===== config.mk =====
export PLATFORM = sky130hd
export DESIGN_NAME = instr_loader
export DESIGN_NICKNAME = d
export VERILOG_FILES = /design/src/rtl/dungv_pkg.sv /design/src/rtl/sync_edge_det.sv /design/src/rtl/instr_loader.sv
export SDC_FILE = /design/constraint.sdc
export NUM_CORES = 1
export LEC_CHECK = 0
export ABC_AREA = 1
export ABC_CLOCK_PERIOD_IN_PS = 1600
export CORE_AREA = 2 2 93 95
export DETAILED_ROUTE_END_ITERATION = 8
export DIE_AREA = 0 0 95 97
export PLACE_DENSITY_LB_ADDON = 0.15
export SYNTH_ARGS = -nofsm -noshare
export SYNTH_HDL_FRONTEND = slang
export SYNTH_SLANG_ARGS = --single-unit
export TNS_END_PERCENT = 1

===== constraint.sdc =====
create_clock -name clk -period 1.6 [get_ports clk]
set_clock_uncertainty 0.1 [all_clocks]
set_input_delay 0.48 -clock clk [delete_from_list [all_inputs] [get_ports clk]]
set_output_delay 0.48 -clock clk [all_outputs]
set_load 0.005 [all_outputs]

===== src/rtl/dungv_pkg.sv =====
// Shared types and constants for the instruction-memory loader.
package dungv_pkg;

    typedef enum logic [1:0] {
        IDLE,
        SHIFT,
        WRITE,
        DONE
    } loader_state_t;

    localparam int INSTR_W     = 30;
    localparam int IMEM_ADDR_W = 6;

endpackage


===== src/rtl/sync_edge_det.sv =====
// Multi-flop synchronizer for an async input with rise/fall pulse outputs.
module sync_edge_det #(
    parameter int   STAGES  = 2,
    parameter logic RST_VAL = 1'b0
) (
    input  logic clk,
    input  logic rst_n,
    input  logic async_i,
    output logic level_o,
    output logic rise_o,
    output logic fall_o
);

    // One flop past the synchronizer holds the previous level for edge detect
    logic [STAGES:0] sync_q;

    always_ff @(posedge clk or negedge rst_n) begin
        if (!rst_n) begin
            sync_q <= {(STAGES + 1){RST_VAL}};
        end else begin
            sync_q <= {sync_q[STAGES-1:0], async_i};
        end
    end

    assign level_o = sync_q[STAGES-1];
    assign rise_o  = sync_q[STAGES-1] & ~sync_q[STAGES];
    assign fall_o  = ~sync_q[STAGES-1] & sync_q[STAGES];

endmodule


===== src/rtl/instr_loader.sv =====
// Serial (SPI mode 0, MSB first) program loader into instruction memory.
// Define INSTR_LOADER_PARITY_EN to append an even-parity bit to each word.
module instr_loader
    import dungv_pkg::*;
#(
    parameter int ADDR_W      = IMEM_ADDR_W,
    parameter int DATA_W      = INSTR_W,
    parameter int SYNC_STAGES = 2
) (
    input  logic              clk,
    input  logic              rst_n,
    input  logic              spi_sclk,
    input  logic              spi_mosi,
    input  logic              spi_cs_n,
    output logic              wr_en,
    output logic [ADDR_W-1:0] wr_addr,
    output logic [DATA_W-1:0] wr_data,
    output logic              cpu_hold,
    output logic              load_done,
    output logic [ADDR_W:0]   word_count,
    output logic              overflow,
    output logic              parity_err
);

`ifdef INSTR_LOADER_PARITY_EN
    localparam int WORD_BITS = DATA_W + 1;
`else
    localparam int WORD_BITS = DATA_W;
`endif
    localparam int CNT_W = $clog2(WORD_BITS + 1);

    logic sclk_rise;
    logic cs_lvl;
    logic cs_fall;
    logic mosi_lvl;
    logic unused_sclk_lvl;
    logic unused_sclk_fall;
    logic unused_cs_rise;
    logic unused_mosi_rise;
    logic unused_mosi_fall;

    sync_edge_det #(.STAGES(SYNC_STAGES), .RST_VAL(1'b0)) u_sclk (
        .clk     (clk),
        .rst_n   (rst_n),
        .async_i (spi_sclk),
        .level_o (unused_sclk_lvl),
        .rise_o  (sclk_rise),
        .fall_o  (unused_sclk_fall)
    );

    sync_edge_det #(.STAGES(SYNC_STAGES), .RST_VAL(1'b0)) u_mosi (
        .clk     (clk),
        .rst_n   (rst_n),
        .async_i (spi_mosi),
        .level_o (mosi_lvl),
        .rise_o  (unused_mosi_rise),
        .fall_o  (unused_mosi_fall)
    );

    // cs_n idles high, so its synchronizer resets high to avoid a false session
    sync_edge_det #(.STAGES(SYNC_STAGES), .RST_VAL(1'b1)) u_cs (
        .clk     (clk),
        .rst_n   (rst_n),
        .async_i (spi_cs_n),
        .level_o (cs_lvl),
        .rise_o  (unused_cs_rise),
        .fall_o  (cs_fall)
    );

    loader_state_t        state_q;
    logic [WORD_BITS-1:0] shift_q;
    logic [WORD_BITS-1:0] shift_d;
    logic [CNT_W-1:0]     bit_cnt_q;
    logic [ADDR_W-1:0]    addr_q;
    logic [ADDR_W:0]      word_count_q;
    logic                 wr_en_q;
    logic                 cpu_hold_q;
    logic                 load_done_q;
    logic                 overflow_q;
    logic                 word_ok;
    logic                 full;

    assign shift_d = {shift_q[WORD_BITS-2:0], mosi_lvl};
    assign full    = word_count_q[ADDR_W];

`ifdef INSTR_LOADER_PARITY_EN
    logic perr_q;
    assign word_ok    = ~^shift_q;
    assign parity_err = perr_q;
`else
    assign word_ok    = 1'b1;
    assign parity_err = 1'b0;
`endif

    always_ff @(posedge clk or negedge rst_n) begin
        if (!rst_n) begin
            state_q      <= IDLE;
            shift_q      <= '0;
            bit_cnt_q    <= '0;
            addr_q       <= '0;
            word_count_q <= '0;
            wr_en_q      <= 1'b0;
            cpu_hold_q   <= 1'b0;
            load_done_q  <= 1'b0;
            overflow_q   <= 1'b0;
`ifdef INSTR_LOADER_PARITY_EN
            perr_q       <= 1'b0;
`endif
        end else begin
            wr_en_q     <= 1'b0;
            load_done_q <= 1'b0;
            unique case (state_q)
                IDLE: begin
                    if (cs_fall) begin
                        state_q      <= SHIFT;
                        shift_q      <= '0;
                        bit_cnt_q    <= '0;
                        addr_q       <= '0;
                        word_count_q <= '0;
                        overflow_q   <= 1'b0;
                        cpu_hold_q   <= 1'b1;
`ifdef INSTR_LOADER_PARITY_EN
                        perr_q       <= 1'b0;
`endif
                    end
                end
                SHIFT: begin
                    // A complete word is committed even if cs_n has risen
                    if (bit_cnt_q == CNT_W'(WORD_BITS)) begin
                        state_q <= WRITE;
                        wr_en_q <= word_ok & ~full;
                        if (word_ok && full) overflow_q <= 1'b1;
`ifdef INSTR_LOADER_PARITY_EN
                        if (!word_ok) perr_q <= 1'b1;
`endif
                    end else if (cs_lvl) begin
                        state_q     <= DONE;
                        bit_cnt_q   <= '0;
                        load_done_q <= (word_count_q != '0);
                    end else if (sclk_rise) begin
                        shift_q   <= shift_d;
                        bit_cnt_q <= bit_cnt_q + 1'b1;
                    end
                end
                WRITE: begin
                    bit_cnt_q <= '0;
                    if (wr_en_q) begin
                        word_count_q <= word_count_q + 1'b1;
                        if (addr_q != '1) addr_q <= addr_q + 1'b1;
                    end
                    if (cs_lvl) begin
                        state_q     <= DONE;
                        load_done_q <= (word_count_q != '0) | wr_en_q;
                    end else begin
                        state_q <= SHIFT;
                    end
                end
                DONE: begin
                    state_q    <= IDLE;
                    cpu_hold_q <= 1'b0;
                end
            endcase
        end
    end

    assign wr_en      = wr_en_q;
    assign wr_addr    = addr_q;
    assign wr_data    = shift_q[WORD_BITS-1 -: DATA_W];
    assign cpu_hold   = cpu_hold_q;
    assign load_done  = load_done_q;
    assign word_count = word_count_q;
    assign overflow   = overflow_q;

endmodule

# [Word-level counts from Yosys, hierarchy flattened]
# Index checks and enable logic that the tools add are counted.
[op_classes] addsub=3 n_mul=0 div_mod_pow=0 n_lt_le_gt_ge=0 n_eq_ne=15 shift=0 n_mux=34 bitwise=6 n_reduce_logical=13
[ops] op="two-way mux 30 bit" n=4
[ops] op="case mux 30 bit (2 select lines)" n=1
[ops] op="two-way mux 5 bit" n=4
[ops] op="two-way mux 6 bit" n=3
[ops] op="!= test 2 bit, second input constant" n=8
[ops] op="case mux 5 bit (3 select lines)" n=1
[ops] op="two-way mux 7 bit" n=2
[ops] op="case mux 7 bit (2 select lines)" n=1
[ops] op="case mux 6 bit (2 select lines)" n=1
[ops] op="AND reduction 4 bit" n=3
[ops] op="two-way mux 1 bit" n=9
[ops] op="two-way mux 2 bit" n=4
[ops] op="case mux 2 bit (4 select lines)" n=1
[ops] op="adder 7 x 1 -> 7 bit, second input constant" n=1
[ops] op="nonzero test 7 bit" n=1
[ops] op="adder 6 x 1 -> 6 bit, second input constant" n=1
[ops] op="!= test 3 x 2 -> 1 bit, second input constant" n=2
[ops] op="!= test 6 bit, second input constant" n=1
[ops] op="case mux 1 bit (2 select lines)" n=3
[ops] op="nonzero test 2 bit" n=3
[ops] op="adder 5 x 1 -> 5 bit, second input constant" n=1
[ops] op="== test 5 bit, second input constant" n=1
[ops] op="AND reduction 5 bit" n=1
[ops] op="== test 2 bit, second input constant" n=2
[ops] op="8 further kinds" n=12
[word_totals] ff_bits=62 latch_bits=0 ramBits=0 rom_bits=0 n_memories=0

# [Longest topological paths before layout]
[depth] word_depth=6 mapped_depth=10 mapped_depth_nobuf=9

# [By module]
# Synthesis repeated with hierarchy kept, for this count alone.
[hier_totals] hier_cells=353 hier_area_um2=3149.3
[modules_own_cells] mod="instr_loader" instances=1 cells_per_inst=332 area_each_um2=2875.3
[modules_own_cells] mod="sync_edge_det at u_mosi ..." instances=2 cells_per_inst=7 area_each_um2=90.1
[modules_own_cells] mod="sync_edge_det at u_cs" instances=1 cells_per_inst=7 area_each_um2=93.8

# [Worst setup path before layout]
# Ideal clock, no wire load.
[synth_timing] path_kind="register -> register" from="register state_q[1]" to="register word_count_q[4], in the netlist word_count[4]" arrival_ns=1.392 t_required_ns=1.374 slack_ns=-0.018 stages_incl_launch_ff=9 cell_sequence="dfrtp_1 -> inv_1 -> ha_1 -> inv_1 -> a21oi_1 -> nor2_4 -> buf_6 -> nand4_1 -> o21ai_0"
[synth_between] elab_chain_cells=3 elab_cells_between_ends=7
[synth_rtl] element="start: declaration" line_no="instr_loader.sv:70" source="loader_state_t state_q;"
[synth_rtl] element="start signal: assignment" line_no="instr_loader.sv:97" source="state_q <= IDLE;"
[synth_rtl] element="start signal: assignment" line_no="instr_loader.sv:115" source="state_q <= SHIFT;"
[synth_rtl] element="start signal: assignment" line_no="instr_loader.sv:130" source="state_q <= WRITE;"
[synth_rtl] element="== test 2 bit / zero test 2 bit (equally long branches)" line_no="instr_loader.sv:112" source="unique case (state_q)"
[synth_rtl] element="!= test 2 bit (no line) / nonzero test 2 bit (equally long branches)"
[synth_rtl] element="AND reduction 3 bit (no line)"
[synth_rtl] element="end signal: assignment" line_no="instr_loader.sv:148" source="word_count_q <= word_count_q + 1'b1;"
[synth_rtl] element="end: declaration" line_no="instr_loader.sv:75" source="logic [ADDR_W:0] word_count_q;"
# Parallel ways exist; a longest one is shown, timed or not.
# A chain may end at the register's enable or synchronous reset.

# [Final worst setup path]
[layout_timing] from="register state_q[0]" to="register shift_q[12], in the netlist wr_data[12]"
[layout_between] elab_chain_cells=3 elab_cells_between_ends=9
[layout_rtl] element="== test 2 x 1 -> 1 bit / zero test 2 bit (equally long branches)" line_no="instr_loader.sv:112"
[layout_rtl] element="!= test 2 bit (no line) / nonzero test 2 bit (equally long branches)"
[layout_rtl] element="AND reduction 5 bit (no line)"
[layout_rtl] element="end signal: assignment" line_no="instr_loader.sv:141" source="shift_q <= shift_d;"
[layout_rtl] element="end: declaration" line_no="instr_loader.sv:71" source="logic [WORD_BITS-1:0] shift_q;"
# Parallel ways exist; a longest one is shown, timed or not.

==> qor_table.md <==
| Step | Result | Reported |
| --- | --- | --- |
| clock tree | Post-CTS clock slew at the launch and capture registers of the worst setup and hold paths | 0.06 ns |
| routing | WL per Instance | 12.0 um |
| floorplan | DIE AREA | 9220 um^2 |
| power | Clock network fraction of design power | 23.3% |
| routing | Number of iterations in the first detailed-routing pass | 6 |
| floorplan | Number of core rows | 33 |
| sta | Count of final setup violators | 0 |
| critical path | Reg-to-Reg Start | state_q[0] |
| critical path | CP required | 1.72 ns |
| logic synthesis | Post-synthesis net count | 369 |
| sta | Fraction of the cycle the final worst path needs | 98.9% |
| critical path | Critical path endpoint | wr_data[12] |
| sta | Time the final worst path needs with I/O delays and setup | 1.58 ns |
| layout | Final core utilization | 52.5% |
| logic synthesis | Flip-flop and latch count after synthesis | 62 |
| logic synthesis | Cells taking the most area after synthesis | dfrtp_1 (50%), nand2_1 (17%), nand3_1 (7.9%), ha_1 (4.6%), inv_1 (3.0%) |
| floorplan | Boundary pin count | 53 |
| critical path | CP Launch Type | flip-flop |
| power | Combinational power share | 47.3% |
| min path | Worst hold path type | primary input to async pin |
| logic synthesis | Synthesized area | 2960 um^2 |
| critical path | Category of the most critical setup path | flip-flop to flip-flop |
| clock tree | Clock root cell | clkbuf_8 |
| routing | Average via count per standard cell | 4.67 |
| routing | Total vias in the final route | 2639 |
| clock tree | Number of buffers created by CTS | 9 |
| outcome | Outcome | finished clean |
| power | Internal power consumption | 3.76 mW |
| clock tree | Clock tree from TritonCTS | yes |
| power | Static Leakage | 2.23 nW |
| layout | Area Growth Syn to Fin | 44.2% |
| placement | PortBufs | 51 |
| power | Switching part of the total | 37.3% |
| critical path | Endpoint type of the worst setup path | flip-flop |
| layout | Share of layout cells above drive strength 1 | 21.3% |
| critical path | Worst-case reg-to-reg path depth | 9 |
| logic synthesis | Count of synthesis-stage warnings from yosys | 0 |
| sta | RSZ-0062 raised after global routing | true |
| sta | Fmax | 632 MHz |
| sta | Hold Vio Cnt, Final | 0 |
| routing | Number of remaining DRC errors | 0 |
| floorplan | Initial core utilization | 36.4% |
| floorplan | Die Height | 97 um |
| power | Sequential group share of total power | 29.4% |
| clock tree | H-tree depth | 3 |
| logic synthesis | Sequential area share after synthesis | 52.5% |
| placement | DP Wirelength | 4410 um |
| layout | Filler cell count in the final layout | 786 |
| critical path | Critical-path maximum fanout | 15 |
| power | Sum of internal, switching and leakage power | 6.00 mW |
| clock tree | CTS sink count | 62 |
| clock tree | Quantity of hold-fixing buffers added after cts | 0 |
| critical path | Beginning of the critical path | state_q[0] |
| layout | Number of nets in the final layout | 471 |
| grt | Number of antenna violations at the first check in global routing | 0 |
| grt | Largest net degree at the start of global routing | 63 |
| grt | Via count of the first global-routing pass | 2416 |
| logic synthesis | Syn_area_per_cell | 8.39 um^2 |
| logic synthesis | Cell taking the most area after synthesis | dfrtp_1 |
| routing | DRT Wirelength | 6770 um |
| sta | Final number of max-transition violations | 0 |
| flow run | Max-cap violations | 0 |
| placement | Last weighted congestion value of the routability-driven placer | 0.781 |
| critical path | End of the worst register-to-register path | wr_data[12] |
| critical path | Arrival time of data at the critical path endpoint | 1.70 ns |
| critical path | Worst-case register-to-register setup slack | 0.02 ns |
| power | IR Drop Worst-Case VDD | 0.661 mV |
| routing | Count of nets left with antenna violations after detail routing | 0 |
| logic synthesis | Area share of the leading cell type in the synthesized netlist | 49.8% |
| routing | 1st-iter DRT viols | 87 |
| grt | Total GRT Usage | 15.1% |
| clock tree | Number of buffers on the longest clock path | 2 |
| logic synthesis | Number of cells produced by synthesis | 353 |
| clock tree | Worst-skew pair later-pin latency | 0.34 ns |
| floorplan | Core ar. | 8130 um^2 |
| grt | First-pass GRT wire length | 11000 um |
| layout | Number of diodes | 0 |
| logic synthesis | Synth cell types | 26 |
| power | Cell Pwr Density | 1400 nW/um^2 |
| grt | Aggregate global routing overflow | 0 |
| floorplan | Width of the die | 95 um |
| power | Switching pwr | 2.24 mW |
-- cell usage in the layout (no fill, tap or decap), types with 8 or more instances in the layout --
cell             netlist  final
nand2_2                4      8
nand4_1               10     10
inv_1                 24     20
nand2_1              131    125
ha_1                  11      8
buf_4                  1     43
nor2_1                20     19
o21ai_0               14     11
dlygate4sd2_1          0     10
dfrtp_1               59     59
clkdlybuf4s15_1        0     37
clkbuf_8               0     11
nand3_1               47     47
-- layout make-up --
type	count	area (um^2)	share of cell area [%]
Clock buffer	12	155	3.63
Clock inverter	4	45.0	1.05
Inverter	26	100	2.34
Multi-Input combinational cell	253	1300	30.4
Sequential cell	62	1560	36.4
Tap cell	105	131	3.07
Timing Repair Buffer	103	988	23.1
-- through the flow --
step | instance area [um^2] | setup WS, ns | cells | hold WS (ns) | setup TNS (ns)
floorplan | 2970 | -0.0144 | 353 | 0.0844 | -0.0473
global placement | 3820 | 0.00577 | 529 | 0.233 | 0
detailed placement | 3820 | -0.0616 | 529 | 0.239 | -0.851
CTS | 4100 | -0.0298 | 560 | 0.0510 | -0.559
global route | 4270 | -0.0909 | 565 | 0.0641 | -2.94
finish | 4270 | 0.0174 | 565 | 0.0445 | 0
-- synth_stat cells --
library cell / number
a21oi_1: 2
a2bb2oi_1: 1
buf_2: 6
buf_4: 1
buf_6: 4
clkbuf_1: 1
conb_1: 1
dfrtp_1: 59
dfstp_2: 3
ha_1: 11
inv_1: 24
inv_2: 2
nand2_1: 131
nand2_2: 4
nand2_4: 1
nand3_1: 47
nand4_1: 10
nor2_1: 20
nor2_2: 1
nor2_4: 3
nor3_1: 1
o21ai_0: 14
o21bai_1: 2
or2_2: 1
xnor2_1: 2
xor2_1: 1
-- timing repair --
action / CTS / global route
gates cloned: 0 / 3
setup buffers: 15 / 2
endpoints found under the setup margin: 95 / 80
pin swaps: 1 / 8
gates resized for setup: 58 / 50
hold endpoints to repair: 0 / 0
-- worst min-delay path by stage --
stage                           startpoint          endpoint  cells past startpoint
after floorplan                      rst_n      bit_cnt_q[0]                      0
after global placement    u_sclk.sync_q[0]  u_sclk.sync_q[1]                      0
after detailed placement  u_sclk.sync_q[0]  u_sclk.sync_q[1]                      0
after CTS                            rst_n        wr_data[1]                      2
after global routing                 rst_n        wr_addr[5]                      2
final                                rst_n        wr_data[1]                      2
-- cells by family (layout without fill, tap and decap cells) --
logic type,count (synthesis),count (layout),synth area share [%]
AO/OA/AOI/OAI,19,19,3.51
XOR/XNOR,3,3,0.887
adder cells (fa/ha/maj),11,11,4.65
buffers and inverters,38,145,6.21
flip-flops,62,62,52.5
other,1,1,0.127
AND/OR/NAND/NOR,219,219,32.1
-- registers in the layout (all words and copies together) (netlist names), 2 cells and up --
signal / flops
u_sclk.sync_q: 3
wr_data: 30
u_cs.sync_q: 3
wr_addr: 6
word_count: 7
bit_cnt_q: 5
u_mosi.sync_q: 2
state_q: 2
-- critical path, cell delays in order, from the launching register on --
cell and delay (ns):
dfrtp_1 0.40, buf_6 0.14, ha_4 0.18, nand2_2 0.08, nand2_2 0.06, nor2_4 0.16
nand2_4 0.10, buf_12 0.16, nand2_1 0.05, nand2_1 0.05
-- per-layer routing --
| layer | part of all wire, % | vias to the layer above | track usage, % |
|---|---|---|---|
| li1 | - | 1337 | - |
| met1 | 48 | 1242 | 21.1 |
| met2 | 46 | 53 | 22.4 |
| met3 | 4.0 | 7 | 4.28 |
| met4 | 1.7 | 0 | 5.46 |
| met5 | 0 | - | 0 |
-- power groups by stage --
stage          sequential [mW]  combinational [mW]  clock, mW
3_5_place_dp              1.80                2.32          0
4_1_cts                   1.76                2.35       1.44
5_1_grt                   1.78                3.09       1.50
3_3_place_gp              1.80                2.32          0
2_1_floorplan             1.83                1.39          0
6_report                  1.76                2.84       1.40
Power figures use the tool's default switching activity.
